==> config.mk <==
export PLATFORM = sky130hd
export DESIGN_NAME = idu_id_nw
export DESIGN_NICKNAME = d
export VERILOG_FILES = /design/src/rtl/idu_pkg.sv /design/src/rtl/idu_id_dec.sv /design/src/rtl/idu_id_nw.sv
export SDC_FILE = /design/constraint.sdc
export NUM_CORES = 1
export LEC_CHECK = 0
export BUFFER_PORTS_ARGS = -buffer_cell sky130_fd_sc_hd__buf_2
export CAP_MARGIN = 20
export CORE_AREA = 2 2 243 245
export CTS_CLUSTER_SIZE = 16
export DETAILED_ROUTE_END_ITERATION = 16
export DIE_AREA = 0 0 245 247
export GPL_TIMING_DRIVEN = 0
export PLACE_DENSITY = 0.52
export SLEW_MARGIN = 10
export SYNTH_ARGS = -nofsm -noshare
export SYNTH_HDL_FRONTEND = slang
export SYNTH_SLANG_ARGS = --single-unit
==> constraint.sdc <==
create_clock -name clk -period 2.8 [get_ports clk]
set_input_delay 0.42 -clock clk [delete_from_list [all_inputs] [get_ports clk]]
set_output_delay 0.42 -clock clk [all_outputs]
set_load 0.1 [all_outputs]
==> src/rtl/idu_pkg.sv <==
// Shared decode definitions: RV64I major opcodes, one-hot class and pipe
// encodings, immediate widths and the per-lane decode record.
package idu_pkg;

  localparam logic [6:0] OPC_LOAD     = 7'b0000011;
  localparam logic [6:0] OPC_STORE    = 7'b0100011;
  localparam logic [6:0] OPC_BRANCH   = 7'b1100011;
  localparam logic [6:0] OPC_JALR     = 7'b1100111;
  localparam logic [6:0] OPC_JAL      = 7'b1101111;
  localparam logic [6:0] OPC_OP_IMM   = 7'b0010011;
  localparam logic [6:0] OPC_OP_IMM32 = 7'b0011011;
  localparam logic [6:0] OPC_OP       = 7'b0110011;
  localparam logic [6:0] OPC_OP32     = 7'b0111011;
  localparam logic [6:0] OPC_LUI      = 7'b0110111;
  localparam logic [6:0] OPC_AUIPC    = 7'b0010111;
  localparam logic [6:0] OPC_SYSTEM   = 7'b1110011;

  // Instruction format, one-hot {R,I,S,B,U,J}; all-zero means unrecognised.
  localparam logic [5:0] TYPE_NONE = 6'b000000;
  localparam logic [5:0] TYPE_R    = 6'b100000;
  localparam logic [5:0] TYPE_I    = 6'b010000;
  localparam logic [5:0] TYPE_S    = 6'b001000;
  localparam logic [5:0] TYPE_B    = 6'b000100;
  localparam logic [5:0] TYPE_U    = 6'b000010;
  localparam logic [5:0] TYPE_J    = 6'b000001;

  // Issue pipe, one-hot {alu,mxu,bju,lsu,cp0}.
  localparam logic [4:0] PIPE_ALU = 5'b10000;
  localparam logic [4:0] PIPE_MXU = 5'b01000;
  localparam logic [4:0] PIPE_BJU = 5'b00100;
  localparam logic [4:0] PIPE_LSU = 5'b00010;
  localparam logic [4:0] PIPE_CP0 = 5'b00001;

  // Significant immediate bits before sign extension to 64.
  localparam int IMM_W_I = 12;
  localparam int IMM_W_S = 12;
  localparam int IMM_W_B = 13;
  localparam int IMM_W_J = 21;
  localparam int IMM_W_U = 32;

  typedef struct packed {
    logic [6:0]  opcode;
    logic [9:0]  funct;    // {funct7,funct3}
    logic [1:0]  src_vld;  // {src2,src1}
    logic [9:0]  src;      // {rs2,rs1}
    logic        dst_vld;
    logic [4:0]  dst;
    logic        imm_vld;
    logic [63:0] imm;
    logic [5:0]  typ;
    logic [4:0]  pipe;
    logic        ras;
    logic        ill;
  } dec_t;

  // Lane-count helper; narrower masks are zero-extended by the caller.
  function automatic logic [2:0] popcnt4(input logic [3:0] v);
    return {2'b00, v[0]} + {2'b00, v[1]} + {2'b00, v[2]} + {2'b00, v[3]};
  endfunction

endpackage

==> src/rtl/idu_id_dec.sv <==
// Single-lane combinational RV64I decoder producing one dec_t record.
module idu_id_dec
  import idu_pkg::*;
(
  input  logic [31:0] inst_i,
  output dec_t        dec_o
);

  logic [5:0] typ;
  logic [4:0] pipe;
  logic       ras;
  logic       ill;

  // Classify the major opcode into format, pipe and return-address hint.
  always_comb begin
    typ  = TYPE_NONE;
    pipe = PIPE_CP0;
    ras  = 1'b0;
    ill  = 1'b0;
    case (inst_i[6:0])
      OPC_OP, OPC_OP32: begin
        typ  = TYPE_R;
        pipe = inst_i[25] ? PIPE_MXU : PIPE_ALU;  // funct7[0] selects M-extension
      end
      OPC_OP_IMM, OPC_OP_IMM32: begin typ = TYPE_I; pipe = PIPE_ALU; end
      OPC_LUI:    begin typ = TYPE_U; pipe = PIPE_ALU; end
      OPC_AUIPC:  begin typ = TYPE_U; pipe = PIPE_BJU; end
      OPC_JAL:    begin typ = TYPE_J; pipe = PIPE_BJU; ras = 1'b1; end
      OPC_JALR:   begin typ = TYPE_I; pipe = PIPE_BJU; ras = 1'b1; end
      OPC_BRANCH: begin typ = TYPE_B; pipe = PIPE_BJU; end
      OPC_LOAD:   begin typ = TYPE_I; pipe = PIPE_LSU; end
      OPC_STORE:  begin typ = TYPE_S; pipe = PIPE_LSU; end
      OPC_SYSTEM: begin typ = TYPE_I; pipe = PIPE_CP0; end
      default:    ill = 1'b1;
    endcase
  end

  // Derive operand valids and the sign-extended immediate from the format.
  always_comb begin
    dec_o        = '0;
    dec_o.opcode = inst_i[6:0];
    dec_o.funct  = {inst_i[31:25], inst_i[14:12]};
    dec_o.src    = {inst_i[24:20], inst_i[19:15]};
    dec_o.dst    = inst_i[11:7];
    dec_o.typ    = typ;
    dec_o.pipe   = pipe;
    dec_o.ras    = ras;
    dec_o.ill    = ill;

    dec_o.src_vld[0] = (typ == TYPE_R) | (typ == TYPE_I) | (typ == TYPE_S) | (typ == TYPE_B);
    dec_o.src_vld[1] = (typ == TYPE_R) | (typ == TYPE_S) | (typ == TYPE_B);
    // Writes to x0 are discarded, so no physical register is needed.
    dec_o.dst_vld    = ((typ == TYPE_R) | (typ == TYPE_I) | (typ == TYPE_U) | (typ == TYPE_J))
                       & (inst_i[11:7] != 5'd0);
    dec_o.imm_vld    = (typ != TYPE_NONE) & (typ != TYPE_R);

    case (typ)
      TYPE_I: dec_o.imm = {{(64-IMM_W_I){inst_i[31]}}, inst_i[31:20]};
      TYPE_S: dec_o.imm = {{(64-IMM_W_S){inst_i[31]}}, inst_i[31:25], inst_i[11:7]};
      TYPE_B: dec_o.imm = {{(64-IMM_W_B){inst_i[31]}}, inst_i[31], inst_i[7],
                           inst_i[30:25], inst_i[11:8], 1'b0};
      TYPE_J: dec_o.imm = {{(64-IMM_W_J){inst_i[31]}}, inst_i[31], inst_i[19:12],
                           inst_i[20], inst_i[30:21], 1'b0};
      TYPE_U: dec_o.imm = {{(64-IMM_W_U){inst_i[31]}}, inst_i[31:12], 12'b0};
      default: dec_o.imm = 64'd0;
    endcase
  end

endmodule

==> src/rtl/idu_id_nw.sv <==
// N-wide decode stage: one output register slice with ready/valid handshake,
// global flush, request counts and a running handed-downstream counter.
module idu_id_nw
  import idu_pkg::*;
#(
  parameter int DW = 2,
  parameter int CW = $clog2(DW + 1)
) (
  input  logic             clk,
  input  logic             rst_clk,
  input  logic             rtu_global_flush,
  input  logic [DW-1:0]    ifu_idu_id_vld,
  input  logic [DW*64-1:0] ifu_idu_id_pc,
  input  logic [DW*32-1:0] ifu_idu_id_inst,
  output logic             idu_ifu_id_rdy,
  input  logic             decode_rdy,
  output logic [DW-1:0]    decode_vld,
  output logic [DW*64-1:0] decode_pc,
  output logic [DW*7-1:0]  decode_opcode,
  output logic [DW*10-1:0] decode_funct,
  output logic [DW*2-1:0]  decode_src_vld,
  output logic [DW*10-1:0] decode_src,
  output logic [DW-1:0]    decode_dst_vld,
  output logic [DW*5-1:0]  decode_dst,
  output logic [DW-1:0]    decode_imm_vld,
  output logic [DW*64-1:0] decode_imm,
  output logic [DW*6-1:0]  decode_type,
  output logic [DW*5-1:0]  decode_pipe,
  output logic [DW-1:0]    decode_ras,
  output logic [DW-1:0]    decode_ill,
  output logic [CW-1:0]    iid_req_num,
  output logic [CW-1:0]    preg_req_num,
  output logic [63:0]      decode_cnt
);

  logic [DW-1:0] vld_q, vld_d;
  logic [63:0]   cnt_q, cnt_d;
  logic          in_xfer;
  logic          out_hs;

  assign idu_ifu_id_rdy = !rtu_global_flush & ((vld_q == '0) | decode_rdy);
  assign in_xfer        = (ifu_idu_id_vld != '0) & idu_ifu_id_rdy;
  assign out_hs         = (vld_q != '0) & decode_rdy;

  // Valid mask: flush clears, a transfer loads, a bare handshake empties.
  always_comb begin
    vld_d = vld_q;
    if (rtu_global_flush)  vld_d = '0;
    else if (in_xfer)      vld_d = ifu_idu_id_vld;
    else if (out_hs)       vld_d = '0;
  end

  // A handshake coinciding with a flush was already consumed downstream,
  // so it still counts; the flush itself never touches the counter.
  always_comb begin
    cnt_d = cnt_q;
    if (out_hs) cnt_d = cnt_q + {61'd0, popcnt4(4'(vld_q))};
  end

  // Handshake state and counter registers.
  always_ff @(posedge clk or negedge rst_clk) begin
    if (!rst_clk) begin
      vld_q <= '0;
      cnt_q <= '0;
    end else begin
      vld_q <= vld_d;
      cnt_q <= cnt_d;
    end
  end

  genvar gi;
  generate
    for (gi = 0; gi < DW; gi++) begin : g_lane
      dec_t        dec_w;
      dec_t        lane_q, lane_d;
      logic [63:0] pc_q, pc_d;

      idu_id_dec u_dec (
        .inst_i (ifu_idu_id_inst[32*gi +: 32]),
        .dec_o  (dec_w)
      );

      // Lane payload: idle lanes of a loaded bundle are zeroed.
      always_comb begin
        lane_d = lane_q;
        pc_d   = pc_q;
        if (rtu_global_flush) begin
          lane_d = '0;
          pc_d   = '0;
        end else if (in_xfer) begin
          lane_d = ifu_idu_id_vld[gi] ? dec_w : '0;
          pc_d   = ifu_idu_id_vld[gi] ? ifu_idu_id_pc[64*gi +: 64] : 64'd0;
        end
      end

      // Lane payload registers.
      always_ff @(posedge clk or negedge rst_clk) begin
        if (!rst_clk) begin
          lane_q <= '0;
          pc_q   <= '0;
        end else begin
          lane_q <= lane_d;
          pc_q   <= pc_d;
        end
      end

      assign decode_pc[64*gi +: 64]      = pc_q;
      assign decode_opcode[7*gi +: 7]    = lane_q.opcode;
      assign decode_funct[10*gi +: 10]   = lane_q.funct;
      assign decode_src_vld[2*gi +: 2]   = lane_q.src_vld;
      assign decode_src[10*gi +: 10]     = lane_q.src;
      assign decode_dst_vld[gi]          = lane_q.dst_vld;
      assign decode_dst[5*gi +: 5]       = lane_q.dst;
      assign decode_imm_vld[gi]          = lane_q.imm_vld;
      assign decode_imm[64*gi +: 64]     = lane_q.imm;
      assign decode_type[6*gi +: 6]      = lane_q.typ;
      assign decode_pipe[5*gi +: 5]      = lane_q.pipe;
      assign decode_ras[gi]              = lane_q.ras;
      assign decode_ill[gi]              = lane_q.ill;
    end
  endgenerate

  assign decode_vld   = vld_q;
  assign decode_cnt   = cnt_q;
  assign iid_req_num  = CW'(popcnt4(4'(vld_q)));
  assign preg_req_num = CW'(popcnt4(4'(vld_q & decode_dst_vld)));

endmodule
# Word level (Yosys, flattened, before mapping)
# Cells that the tools add are included.
# Widths: inputs -> output; s select.
dict set report word_totals {
  reg_bits 420
  elab_cells 147
  out_inout_bits 425
}
dict set report classes {
  n_bitwise 23
  n_mux 27
  n_eq_ne 38
  add_sub_neg 5
  reduce_logical 26
}
# op count
set ops {}
lappend ops {{$mux 113} 6}
lappend ops {{$pmux 64 s5} 2}
lappend ops {{$mux 64} 6}
lappend ops {{$pmux 6 s6} 2}
lappend ops {{$add 64x3->64} 1}
lappend ops {{$eq 7x6->1 const B} 8}
lappend ops {{$eq 7x7->1 const B} 8}
lappend ops {{$eq 7x5->1 const B} 6}
lappend ops {{$pmux 5 s4} 2}
lappend ops {{$reduce_or 12->1} 2}
lappend ops {{$reduce_or 2->1} 8}
lappend ops {{$or 1x1->1} 15}
lappend ops {{$eq 7x2->1 const B} 2}
lappend ops {{$eq 6x1->1 const B} 2}
lappend ops {{$eq 6x2->1 const B} 2}
lappend ops {{$eq 6x3->1 const B} 2}
lappend ops {{$eq 6x4->1 const B} 2}
lappend ops {{$eq 6x5->1 const B} 2}
lappend ops {{$eq 6x6->1 const B} 2}
lappend ops {{$ne 6x6->1 const B} 2}
lappend ops {{$reduce_bool 6->1} 2}
lappend ops {{$mux 5} 2}
lappend ops {{$reduce_bool 5->1} 2}
lappend ops {{$reduce_or 5->1} 2}
lappend ops {{other kinds (12)} 29}

# Logic depth before layout (Yosys ltp)
dict set report logic_depth {
  depth_word 11
  mapped_depth 11
  mapped_depth_nobuf 10
}

# Cells and area by module
# From an unflattened synthesis, not the netlist that was laid out.
dict set report unflattened {
  hier_cells 1448
  hier_area_um2 18073.6
}
# module n_inst area_each_um2 cells_per_inst seq_area_each_um2
set by_module_without_submodules {}
lappend by_module_without_submodules {idu_id_nw 1 15571.2 1110 10510.1}
lappend by_module_without_submodules {idu_id_dec 2 1251.2 169 0.0}

# Worst setup path after synthesis
# Ideal clock, no wire load.
dict set report synth_timing {
  kind {register to register}
  from {reg vld_q[0] (netlist: decode_vld[0])}
  to {reg cnt_q[32] (netlist: decode_cnt[32])}
  t_required_ps 2640
  stages_incl_launch_ff 12
  arrival_ps 3891
  path_slack_ps -1251
  n_path_buf 1
  setup_ps 160
  synth_period_minus_slack_ps 4051
  cell_sequence {dfrtp_1 > inv_1 > ha_1 > ha_1 > inv_1 > fa_1 > nand4bb_1 > nor4_2 > and2_1 > buf_2 > nand4_1 > xnor2_1}
}
dict set report synth_via {
  elab_chain_cells 2
  elab_cells_between_ends 4
  cone_classes {2 x add/sub; 1 x bitwise; 1 x reduce/logical}
}
# item line_no
set synth_lines {}
lappend synth_lines {{start, declared} idu_id_nw.sv:36} ;# logic [DW-1:0] vld_q, vld_d;
lappend synth_lines {{start signal, assigned} idu_id_nw.sv:66} ;# vld_q <= vld_d;
lappend synth_lines {{$add 1x1->2} --}
lappend synth_lines {{named net iid_req_num[0]} idu_id_nw.sv:31} ;# output logic [CW-1:0] iid_req_num,
lappend synth_lines {{$add 64x3->64} idu_id_nw.sv:57} ;# if (out_hs) cnt_d = cnt_q + {61'd0, popcnt4(4'(vld_q))};
lappend synth_lines {{end signal, assigned} idu_id_nw.sv:67} ;# cnt_q <= cnt_d;
lappend synth_lines {{end, declared} idu_id_nw.sv:37} ;# logic [63:0] cnt_q, cnt_d;
# The timed path passes the listed nets, and every way through them passes these cells.
# A chain may end at the register's enable or synchronous reset.

# Final worst setup path
dict set report layout_timing {
  from {reg vld_q[0] (netlist: decode_vld[0])}
  to {reg cnt_q[58] (netlist: decode_cnt[58])}
}
dict set report layout_via {
  elab_chain_cells 2
  elab_cells_between_ends 4
  cone_classes {2 x add/sub; 1 x bitwise; 1 x reduce/logical}
}
# item line_no
set layout_lines {}
lappend layout_lines {{$add 1x1->2 / $reduce_bool 2->1 (equally long branches)} {idu_pkg.sv:58, idu_id_nw.sv:43}}
lappend layout_lines {{$add 64x3->64 / $and 1x1->1 (equally long branches)} {idu_id_nw.sv:57, idu_id_nw.sv:43}}
# Parallel ways exist; a longest one is shown, timed or not.

==> flow_summary.ini <==
[outcome]
status = finished clean

[sta]
fin_worst_skew_ps = 10.9
tightest_slew_ps = 979
drv_slew = 0
finalHoldViolCount = 0
max_slew_margin = 0.342
setup_violations = 0
rsz0062_at_grt = yes
holdWs_ps = 83.9
period_needed_ps = 2640
max_freq_mhz = 379
post-route-period-util = 0.942

[yosys]
syn-cell-area_um2 = 14900
synth_area_leaders = dfrtp_1 (60%), a22o_1 (14%), nand2_1 (3.5%)
synth_seq_cells = 356
synth_cells = 1273
ys_seq_area_frac = 0.596
synth_async_sr_flop_share = 1.00
yosys.area.top_type_share = 0.596
syn-num-nets = 1477
yosysMostFrequentCell = dfrtp_1
ys.flop_type = dfrtp_1
yosys.area.top_type = dfrtp_1
syn_avg_cell_area_um2 = 11.7
synth_common_cells = dfrtp_1 (356), a22o_1 (232), nand2_1 (138), buf_4 (64), clkbuf_1 (64)
yosys_warnings = 0
ys_types = 70
synth-edff-count = 0

[detailed_routing]
via_per_inst = 4.76
drtIter0Drc = 686
wirelength_mm = 56.5
met1Wirelength_mm = 23.9
route.met2.wl_mm = 27.4
routedWlPerCell_um = 20.5
antenna_left = 0
dr.pass1.iters = 6
wl_met3_mm = 4.29
vias = 13100
highest_layer = met4
route.detailed.drc = 0

[floorplan]
start_util = 0.257
die_h_um = 247
ios = 623
core_area_um2 = 58200
die_w_um = 245
rows = 89
die_area_um2 = 60500

[cts]
clkLatencyLatePin_ps = 550
cts.htree.levels = 2
cts_made_buffers = 40
path_clk_slew_ps = 60
clock-root-buffer = clkbuf_16
cts_buffer_depth = 3
cts_tree = built
clock_sinks = 356

[critical_path]
r2r-start = decode_vld[0]
critical_path.endpoint_type = register
crit_fanout = 9
crit_arrival_ps = 3100
path_class = register to register
worst-r2r-cell-count = 10
required_ps = 3270
reg2reg_setup_slack_ps = 160
r2r-end = decode_cnt[58]
startpoint_type = register

[grt]
grt.total_usage = 0.180
grt_pass1_wl_mm = 83.0
overflow = 0
antenna_found_initial = 2
grt_max_degree = 108
grt_pass1_vias = 12900

[layout]
fin_nets = 2148
drive_gt1_frac = 0.416
fin_cells = 2751
areaGrowthSynthToFinish_pct = 38.4

[power]
ir_worst_vdd_uv = 392
p_leak_nw = 11.3
powerDensity_nw_per_um2 = 680

[hold_path]
min_path_type = input port to register
min_delay_path_depth = 2
min_to = g_lane[1].pc_q[9]
hold_start = ifu_idu_id_pc[73]

[placement]
gp_congestion = 0.846
dpl.hpwl_mm = 43.2
port_buffers = 620
dpl.cell_count = 2672

[job]
maxCapViolations = 0
worst max path at each step:
| stage | startpoint | end | cells past startpoint |
|---|---|---|---|
| finish | decode_vld[0] | decode_cnt[58] | 10 |
| global route | decode_vld[0] | decode_cnt[58] | 10 |
| CTS | decode_vld[1] | g_lane[0].pc_q[8] | 8 |
| detailed placement | decode_vld[1] | decode_opcode[11] | 8 |
| global placement | rst_clk | decode_vld[0] | 1 |
| floorplan | decode_vld[0] | decode_cnt[32] | 11 |
kinds of logic after synthesis:
group / Yosys count / synth area share
AO/OA/AOI/OAI: 369 / 0.193
flip-flops: 356 / 0.596
AND/OR/NAND/NOR: 309 / 0.105
buffers and inverters: 165 / 0.0591
XOR/XNOR: 64 / 0.0375
adder cells (fa/ha/maj): 6 / 0.00553
multiplexers: 4 / 0.00285
critical path: stages (launching register included):
cell	delay, ps
dfrtp_4	490
inv_2	60
ha_4	280
ha_4	130
inv_2	30
fa_2	330
nand4bb_4	270
nor4_4	270
nand4_4	260
nor3_2	260
xor2_1	170
registers in the layout, summed over array words and instances (netlist names), 4 cells and up:
register and count:
decode_opcode 14, decode_imm 64, decode_cnt 64, g_lane.pc_q 128
decode_type 12, decode_src_vld 4, decode_dst 10, decode_src 20
decode_funct 20, decode_pipe 10
metal layers:
layer | global-route usage | up-vias
li1 | - | 5934
met1 | 0.230 | 6594
met2 | 0.299 | 487
met3 | 0.0527 | 68
met4 | 0.0398 | 0
met5 | 0 | -
stage by stage:
| step | cell area, um^2 | setup TNS (ps) | utilization | power [mW] | setup WS (ps) |
|---|---|---|---|---|---|
| after CTS | 20600 | 0 | 0.354 | 14.2 | 6.22 |
| after global placement | 19100 | -2071470 | 0.328 | 8.62 | -7030 |
| after floorplan | 15000 | -569 | - | 7.79 | -105 |
| after global routing | 20700 | -70.8 | 0.355 | 14.6 | -55.7 |
| final | 20700 | 0 | 0.355 | 14.1 | 162 |
| after detailed placement | 19200 | -11640 | 0.330 | 8.65 | -376 |
repair_timing:
item,4_1_cts,5_1_grt
hold buffers,1,0
setup buffers,0,2
pin swaps,0,1
setup endpoints to repair,71,111
gates resized for setup,8,21
gates cloned,0,0
hold endpoints to repair,84,0
power by group:
part	leakage (nW)	switching [mW]	internal (mW)
Combinational	5.80	2.48	0.542
Clock	0.672	2.19	3.33
Sequential	4.83	0.160	5.36
Total	11.3	4.82	9.24
placed cells by master (no fill, tap or decap), drive strengths merged, types with 20 or more instances in the layout:
master / n
clkbuf: 125
inv: 20
nand3: 21
xor2: 35
nand2: 139
o21ai: 58
dfrtp: 356
xnor2: 29
buf: 711
a21oi: 30
nor3: 25
a22o: 232
nor2: 39
area by class of cell:
type	instances	area, um^2
fill	5929	37600
sequential	356	8920
multi-input combinational	752	5250
tap	773	967
buffer	146	842
inverter	18	67.6
clock inverter	11	165
clock buffer	62	1200
timing repair buffer	630	3250
antenna	3	7.51
Note: power is estimated with default switching activity, not from simulation.
